===== src/rtl/tx_uart.sv =====
// ----------------------------------------------------------------------------
// tx_uart : 8N1 serial transmitter with a runtime-programmable baud divisor
//           and a small byte FIFO.
//
// The host pushes bytes with a one-cycle tx_start strobe. Queued bytes go out
// LSB first, framed by a start bit (0) and a stop bit (1). Frames are sent
// back-to-back with no idle gap. Each bit lasts baud_div+1 clk cycles, which
// is the same divisor convention as the companion receiver.
//
// Optional feature (compile-time macro TX_UART_PARITY_EN):
//   When defined, a parity bit is inserted between data bit 7 and the stop
//   bit. The parity bit is the XOR of the data bits XOR PARITY_ODD. When the
//   macro is undefined, the block is plain 8N1 and PARITY_ODD has no effect.
//
// Parameters:
//   FIFO_AW     log2 of FIFO depth (1..4)
//   PARITY_ODD  parity sense, 0 = even, 1 = odd (parity build only)
//
// Ports:
//   clk         system clock, rising edge
//   rst         asynchronous reset, active low
//   baud_div    bit period minus one, in clk cycles
//   tx_byte     byte to enqueue
//   tx_start    one-cycle write strobe
//   tx_full     FIFO full
//   tx_overrun  one-cycle pulse when a write is dropped
//   tx_busy     frame on the wire or FIFO non-empty
//   tx_pin      serial line, idles high
// ----------------------------------------------------------------------------
module tx_uart #(
    parameter int FIFO_AW    = 2,
    parameter int PARITY_ODD = 0
) (
    input  logic        clk,
    input  logic        rst,
    input  logic [15:0] baud_div,
    input  logic [7:0]  tx_byte,
    input  logic        tx_start,
    output logic        tx_full,
    output logic        tx_overrun,
    output logic        tx_busy,
    output logic        tx_pin
);

    localparam int               DEPTH   = 1 << FIFO_AW;
    localparam logic [FIFO_AW:0] DEPTH_C = DEPTH[FIFO_AW:0];

    // Reject illegal parameter values at elaboration time.
    if ((FIFO_AW < 1) || (FIFO_AW > 4) || (PARITY_ODD < 0) || (PARITY_ODD > 1)) begin : gBadParam
        $error("tx_uart: FIFO_AW must be 1..4 and PARITY_ODD must be 0 or 1");
    end

`ifdef TX_UART_PARITY_EN
    typedef enum logic [2:0] {
        IDLE,
        START,
        DATA,
        PARITY,
        STOP
    } state_t;
`else
    typedef enum logic [2:0] {
        IDLE,
        START,
        DATA,
        STOP
    } state_t;
`endif

    logic [7:0]         fifoMem [DEPTH];
    logic [FIFO_AW-1:0] wrPtr_q;
    logic [FIFO_AW-1:0] rdPtr_q;
    logic [FIFO_AW:0]   count_q;
    logic [FIFO_AW:0]   count_d;
    logic               popEn;
    logic               wrAccept;
    logic               wrDrop;
    logic [7:0]         headByte;

    state_t             state_q;
    logic [15:0]        timer_q;
    logic [2:0]         bitIdx_q;
    logic [7:0]         shift_q;
`ifdef TX_UART_PARITY_EN
    logic               parity_q;
`endif

    // FIFO control. A pop happens when the FSM is idle, or at the very end of
    // a stop bit, and there is something queued. A write into a full FIFO is
    // still accepted when a pop frees a slot in the same cycle.
    always_comb begin
        headByte = fifoMem[rdPtr_q];
        popEn    = (count_q != '0) &&
                   ((state_q == IDLE) || ((state_q == STOP) && (timer_q == 16'd0)));
        wrAccept = tx_start && ((count_q != DEPTH_C) || popEn);
        wrDrop   = tx_start && !wrAccept;
        count_d  = count_q;
        if (wrAccept && !popEn) begin
            count_d = count_q + (FIFO_AW + 1)'(1);
        end else if (!wrAccept && popEn) begin
            count_d = count_q - (FIFO_AW + 1)'(1);
        end
    end

    // FIFO storage; contents need no reset because count gates every read.
    always_ff @(posedge clk) begin
        if (wrAccept) begin
            fifoMem[wrPtr_q] <= tx_byte;
        end
    end

    // Pointers, occupancy and the registered full/overrun flags.
    always_ff @(posedge clk or negedge rst) begin
        if (!rst) begin
            wrPtr_q    <= '0;
            rdPtr_q    <= '0;
            count_q    <= '0;
            tx_full    <= 1'b0;
            tx_overrun <= 1'b0;
        end else begin
            if (wrAccept) begin
                wrPtr_q <= wrPtr_q + FIFO_AW'(1);
            end
            if (popEn) begin
                rdPtr_q <= rdPtr_q + FIFO_AW'(1);
            end
            count_q    <= count_d;
            tx_full    <= (count_d == DEPTH_C);
            tx_overrun <= wrDrop;
        end
    end

    // Transmit FSM. The bit timer counts down baud_div..0, so every bit holds
    // baud_div+1 cycles; baud_div is only sampled when the timer is reloaded.
    always_ff @(posedge clk or negedge rst) begin
        if (!rst) begin
            state_q  <= IDLE;
            timer_q  <= 16'd0;
            bitIdx_q <= 3'd0;
            shift_q  <= 8'd0;
            tx_pin   <= 1'b1;
`ifdef TX_UART_PARITY_EN
            parity_q <= 1'b0;
`endif
        end else begin
            // Free-running countdown; any reload below takes priority.
            if (timer_q != 16'd0) begin
                timer_q <= timer_q - 16'd1;
            end
            case (state_q)
                IDLE: begin
                    tx_pin <= 1'b1;
                    if (popEn) begin
                        shift_q <= headByte;
`ifdef TX_UART_PARITY_EN
                        parity_q <= (^headByte) ^ (PARITY_ODD != 0);
`endif
                        timer_q <= baud_div;
                        tx_pin  <= 1'b0;
                        state_q <= START;
                    end
                end
                START: begin
                    if (timer_q == 16'd0) begin
                        tx_pin   <= shift_q[0];
                        timer_q  <= baud_div;
                        bitIdx_q <= 3'd0;
                        state_q  <= DATA;
                    end
                end
                DATA: begin
                    if (timer_q == 16'd0) begin
                        timer_q <= baud_div;
                        if (bitIdx_q != 3'd7) begin
                            // shift_q[1] is the bit that becomes the new LSB.
                            shift_q  <= shift_q >> 1;
                            tx_pin   <= shift_q[1];
                            bitIdx_q <= bitIdx_q + 3'd1;
                        end else begin
`ifdef TX_UART_PARITY_EN
                            tx_pin  <= parity_q;
                            state_q <= PARITY;
`else
                            tx_pin  <= 1'b1;
                            state_q <= STOP;
`endif
                        end
                    end
                end
`ifdef TX_UART_PARITY_EN
                PARITY: begin
                    if (timer_q == 16'd0) begin
                        tx_pin  <= 1'b1;
                        timer_q <= baud_div;
                        state_q <= STOP;
                    end
                end
`endif
                STOP: begin
                    if (timer_q == 16'd0) begin
                        if (popEn) begin
                            // Next frame starts straight after this stop bit.
                            shift_q <= headByte;
`ifdef TX_UART_PARITY_EN
                            parity_q <= (^headByte) ^ (PARITY_ODD != 0);
`endif
                            timer_q <= baud_div;
                            tx_pin  <= 1'b0;
                            state_q <= START;
                        end else begin
                            state_q <= IDLE;
                        end
                    end
                end
                default: begin
                    tx_pin  <= 1'b1;
                    state_q <= IDLE;
                end
            endcase
        end
    end

    assign tx_busy = (state_q != IDLE) || (count_q != '0);

endmodule


===== config.mk =====
export PLATFORM = sky130hd
export DESIGN_NAME = tx_uart
export DESIGN_NICKNAME = d
export VERILOG_FILES = /design/src/rtl/tx_uart.sv
export SDC_FILE = /design/constraint.sdc
export NUM_CORES = 1
export LEC_CHECK = 0
export BUFFER_PORTS_ARGS = -buffer_cell sky130_fd_sc_hd__buf_4
export CAP_MARGIN = 40
export CORE_ASPECT_RATIO = 1.2
export CORE_MARGIN = 5
export CORE_UTILIZATION = 44
export CTS_BUF_LIST = sky130_fd_sc_hd__clkbuf_4 sky130_fd_sc_hd__clkbuf_8
export CTS_CLUSTER_DIAMETER = 40
export DETAILED_ROUTE_END_ITERATION = 10
export PLACE_DENSITY_LB_ADDON = 0.12
export SLEW_MARGIN = 10
export SYNTH_ARGS = -nofsm -noshare
export SYNTH_HDL_FRONTEND = slang
export SYNTH_SLANG_ARGS = --single-unit

===== constraint.sdc =====
create_clock -name clk -period 3.98 [get_ports clk]
set_input_delay 0.796 -clock clk [delete_from_list [all_inputs] [get_ports clk]]
set_output_delay 0.796 -clock clk [all_outputs]
set_load 0.005 [all_outputs]

==> results.tsv <==
stage	metric	value	unit
floorplan	die_area	10220	um^2
placed_design	dpl_cell_area	3958	um^2
setup_path	path_cells	inv_1, ha_1, inv_1, nor3_1, inv_1, buf_4	
worst_hold_path	hold_class	in2async	
synthesis	synth-edff-count	32	
setup_path	regToRegSetupSlack	1.22	ns
job	max-cap-violations	0	
cts	holdBufCountCts	0	
final_layout	syn_to_final_growth	13.61	%
synthesis	yosysSeqAreaShare	53.10	%
floorplan	io_pins	31	
timing	fmax	323.2	MHz
timing	period_needed	3.094	ns
timing	slew_headroom	43.71	%
grt	grt_max_degree	40	
cts	h-tree-depth	3	
synthesis	ys_types	60	
timing	finalCritPeriodShare	77.74	%
floorplan	start_util	45.02	%
floorplan	core_area	8108	um^2
timing	grt_setup_unrepaired	false	
setup_path	critPathTopFamily	simple AND/OR/NAND/NOR gates	
setup_path	slowest_delay	0.72	ns
placed_design	dp_hpwl	5173	um
routing	viasPerCell	5.532	
routing	firstDrtPassIters	4	
setup_path	cp_num_buf_inv	4	
timing	tns	0	ns
placed_design	routabilityCongestion	0.8158	
final_layout	drive_gt1_share	28.96	%
setup_path	worst-setup-path-type	reg2out	
setup_path	crit_fanout	6	
synthesis	syn-num-nets	331	
floorplan	fp-row-count	36	
timing	final-hold-violation-count	0	
cts	cts_tree	done	
floorplan	dieWidth	93.14	um
cts	clock_latency	0.36	ns
setup_path	critPathSlowestCell	nor3_1	
setup_path	cp.depth	6	
final_layout	diodes	0	
cts	cts.sinks	71	
synthesis	synth_seq_cells	71	
power	peakVddDrop	0.3222	mV
timing	setup_viol	0	
timing	worst_pin_slew	0.8379	ns
placed_design	portBuffers	30	
setup_path	endpoint	tx_busy	
grt	antenna_found_initial	0	
synthesis	synth_cells	289	
synthesis	avgSynthCellArea	12.63	um^2
power	powerDensity	789.3	nW/um^2
timing	slew_violations	0	
routing	drt-initial-drc-count	85	
routing	remaining_drc_errors	0	
setup_path	ff2ff_path_depth	8	
power	p_leak	1.648	nW
grt	gr-total-overflow	0	
cts	cts-resized-gates	0	
setup_path	cp-startpoint	state_q[0]$_DFFE_PN0P_	
timing	finClkSkew	0.01188	ns
setup_path	r2r-start	timer_q[0]$_DFF_PN0_	
cts	cts_root_buf	clkbuf_8	
final_layout	final_nets	365	
routing	num_vias	2340	
cts	cts_buffer_depth	2	
setup_path	crit_path_start_kind	flip-flop	
grt	met3_usage	4.791	%
routing	antenna_left	0	
placed_design	placed_cells	407	
setup_path	worst_r2r_endpoint	shift_q[6]$_DFFE_PN0P_	
setup_path	worstSetupEndpointType	output port	
power	p_total	0.003273	W
synthesis	yosys_most_used_dff	dfrtp_1	
cts	clk_pin_slew	0.09	ns
synthesis	syn_area	3650	um^2
timing	whs	0.4123	ns
synthesis	synthArstFlopShare	54.93	%
grt	grt_pass1_wl	12110	um
grt	grt_use_met2	26.51	%
grt	grt.total_usage	15.60	%
final_layout	post_layout_nonfiller_instances	423	
setup_path	crit_arrival	2.30	ns
final_layout	fin_area	4146	um^2
run_status	outcome	finished clean	
setup_path	crit_required	3.18	ns
cts	cts_setup_buffers	0	
grt	top_usage_layer	met2	
setup_path	worst_path_most_repeated_cell	inv_1	
routing	wire_per_inst	16.80	um
grt	grt.met1_usage	18.52	%
grt	grt_pass1_vias	2459	
synthesis	yosys_warnings	0	
routing	totalWireLength	7105	um
floorplan	die_y	109.8	um
cts	cts_made_buffers	9	
## stage by stage
step                      worst slack (ns)  utilization, %
after global placement               1.292           48.81
after CTS                           0.8455           51.14
after detailed placement             1.235           48.81
after floorplan                      1.752               -
final                               0.8858           51.14
after global routing                0.6952           51.14
## cells by family after synthesis
group | share of synthesized area (%)
AND/OR/NAND/NOR | 13.23
flip-flops | 53.10
AO/OA/AOI/OAI | 11.28
multiplexers | 10.15
buffers and inverters | 2.742
XOR/XNOR | 4.079
adder cells (fa/ha/maj) | 5.417
## layout make-up
class	instances	area (um^2)
Sequential cell	71	1938
Tap cell	95	118.9
Clock inverter	7	65.06
Inverter	15	56.30
Fill cell	727	3961
Clock buffer	9	123.9
Multi-Input combinational cell	195	1612
Timing Repair Buffer	31	232.7
## cells in the final DEF, fill, tap and decap left out, drive strengths merged, types with 2 or more instances in the layout
cell / synthesis / final
nor4b: 2 / 2
a211oi: 5 / 5
inv: 15 / 18
nor2: 12 / 12
mux4: 8 / 8
a21oi: 9 / 9
clkinvlp: 0 / 3
xnor2: 11 / 11
o311ai: 2 / 2
edfxtp: 32 / 32
nand2: 29 / 29
and2: 6 / 6
dfrtp: 38 / 38
or4: 2 / 2
xor2: 6 / 6
o21ai: 19 / 19
nor4: 4 / 4
a21o: 2 / 2
nor3: 9 / 9
ha: 15 / 15
a31oi: 3 / 3
buf: 4 / 31
mux2: 16 / 16
nand3: 5 / 5
a22o: 2 / 2
o32a: 2 / 2
clkbuf: 4 / 9
nor3b: 2 / 2
nor2b: 2 / 2
nand2b: 3 / 3
o21bai: 2 / 2
## per-layer routing
layer | vias up | wire [um]
met5 | - | 0
li1 | 1130 | -
met4 | 0 | 154
met1 | 1141 | 3003
met3 | 16 | 321
met2 | 53 | 3626
## synth_stat cells, drive strengths merged, types with 3 or more instances
cell type | number | area [um^2]
nor4 | 4 | 52.55
nor3 | 9 | 45.04
nor2 | 12 | 45.04
a31oi | 3 | 18.77
mux4 | 8 | 180.2
ha | 15 | 187.7
dfrtp | 38 | 950.9
nand2b | 3 | 18.77
edfxtp | 32 | 960.9
and2 | 6 | 37.54
xor2 | 6 | 52.55
a21oi | 9 | 60.06
mux2 | 16 | 180.2
inv | 15 | 56.30
buf | 4 | 28.78
xnor2 | 11 | 96.34
o21ai | 19 | 136.4
a211oi | 5 | 50.05
nand3 | 5 | 25.02
nand2 | 29 | 108.9
clkbuf | 4 | 15.01
## power breakdown
part           switching (W)  internal [W]
registers           0.000236       0.00103
logic               0.000757      0.000699
clock network       0.000315      0.000238
## how the worst min path moves through the flow
stage	start	end	slack (ns)	depth (start not counted)
2_1_floorplan	tx_pin$_DFFE_PN1P_	tx_pin$_DFFE_PN1P_	0.47	2
3_3_place_gp	shift_q[5]$_DFFE_PN0P_	shift_q[5]$_DFFE_PN0P_	0.49	1
3_5_place_dp	tx_pin$_DFFE_PN1P_	tx_pin$_DFFE_PN1P_	0.49	2
4_1_cts	rst	timer_q[14]$_DFF_PN0_	0.41	1
5_1_grt	rst	timer_q[14]$_DFF_PN0_	0.45	1
6_report	rst	timer_q[14]$_DFF_PN0_	0.41	1
## flip-flops by register name, indices dropped and copies added, names as in the netlist, 2 cells and up
name,count
shift_q,8
fifoMem,32
wrPtr_q,2
timer_q,16
bitIdx_q,3
state_q,2
rdPtr_q,2
count_q,3
No activity file was read; power rests on OpenSTA's default activity.
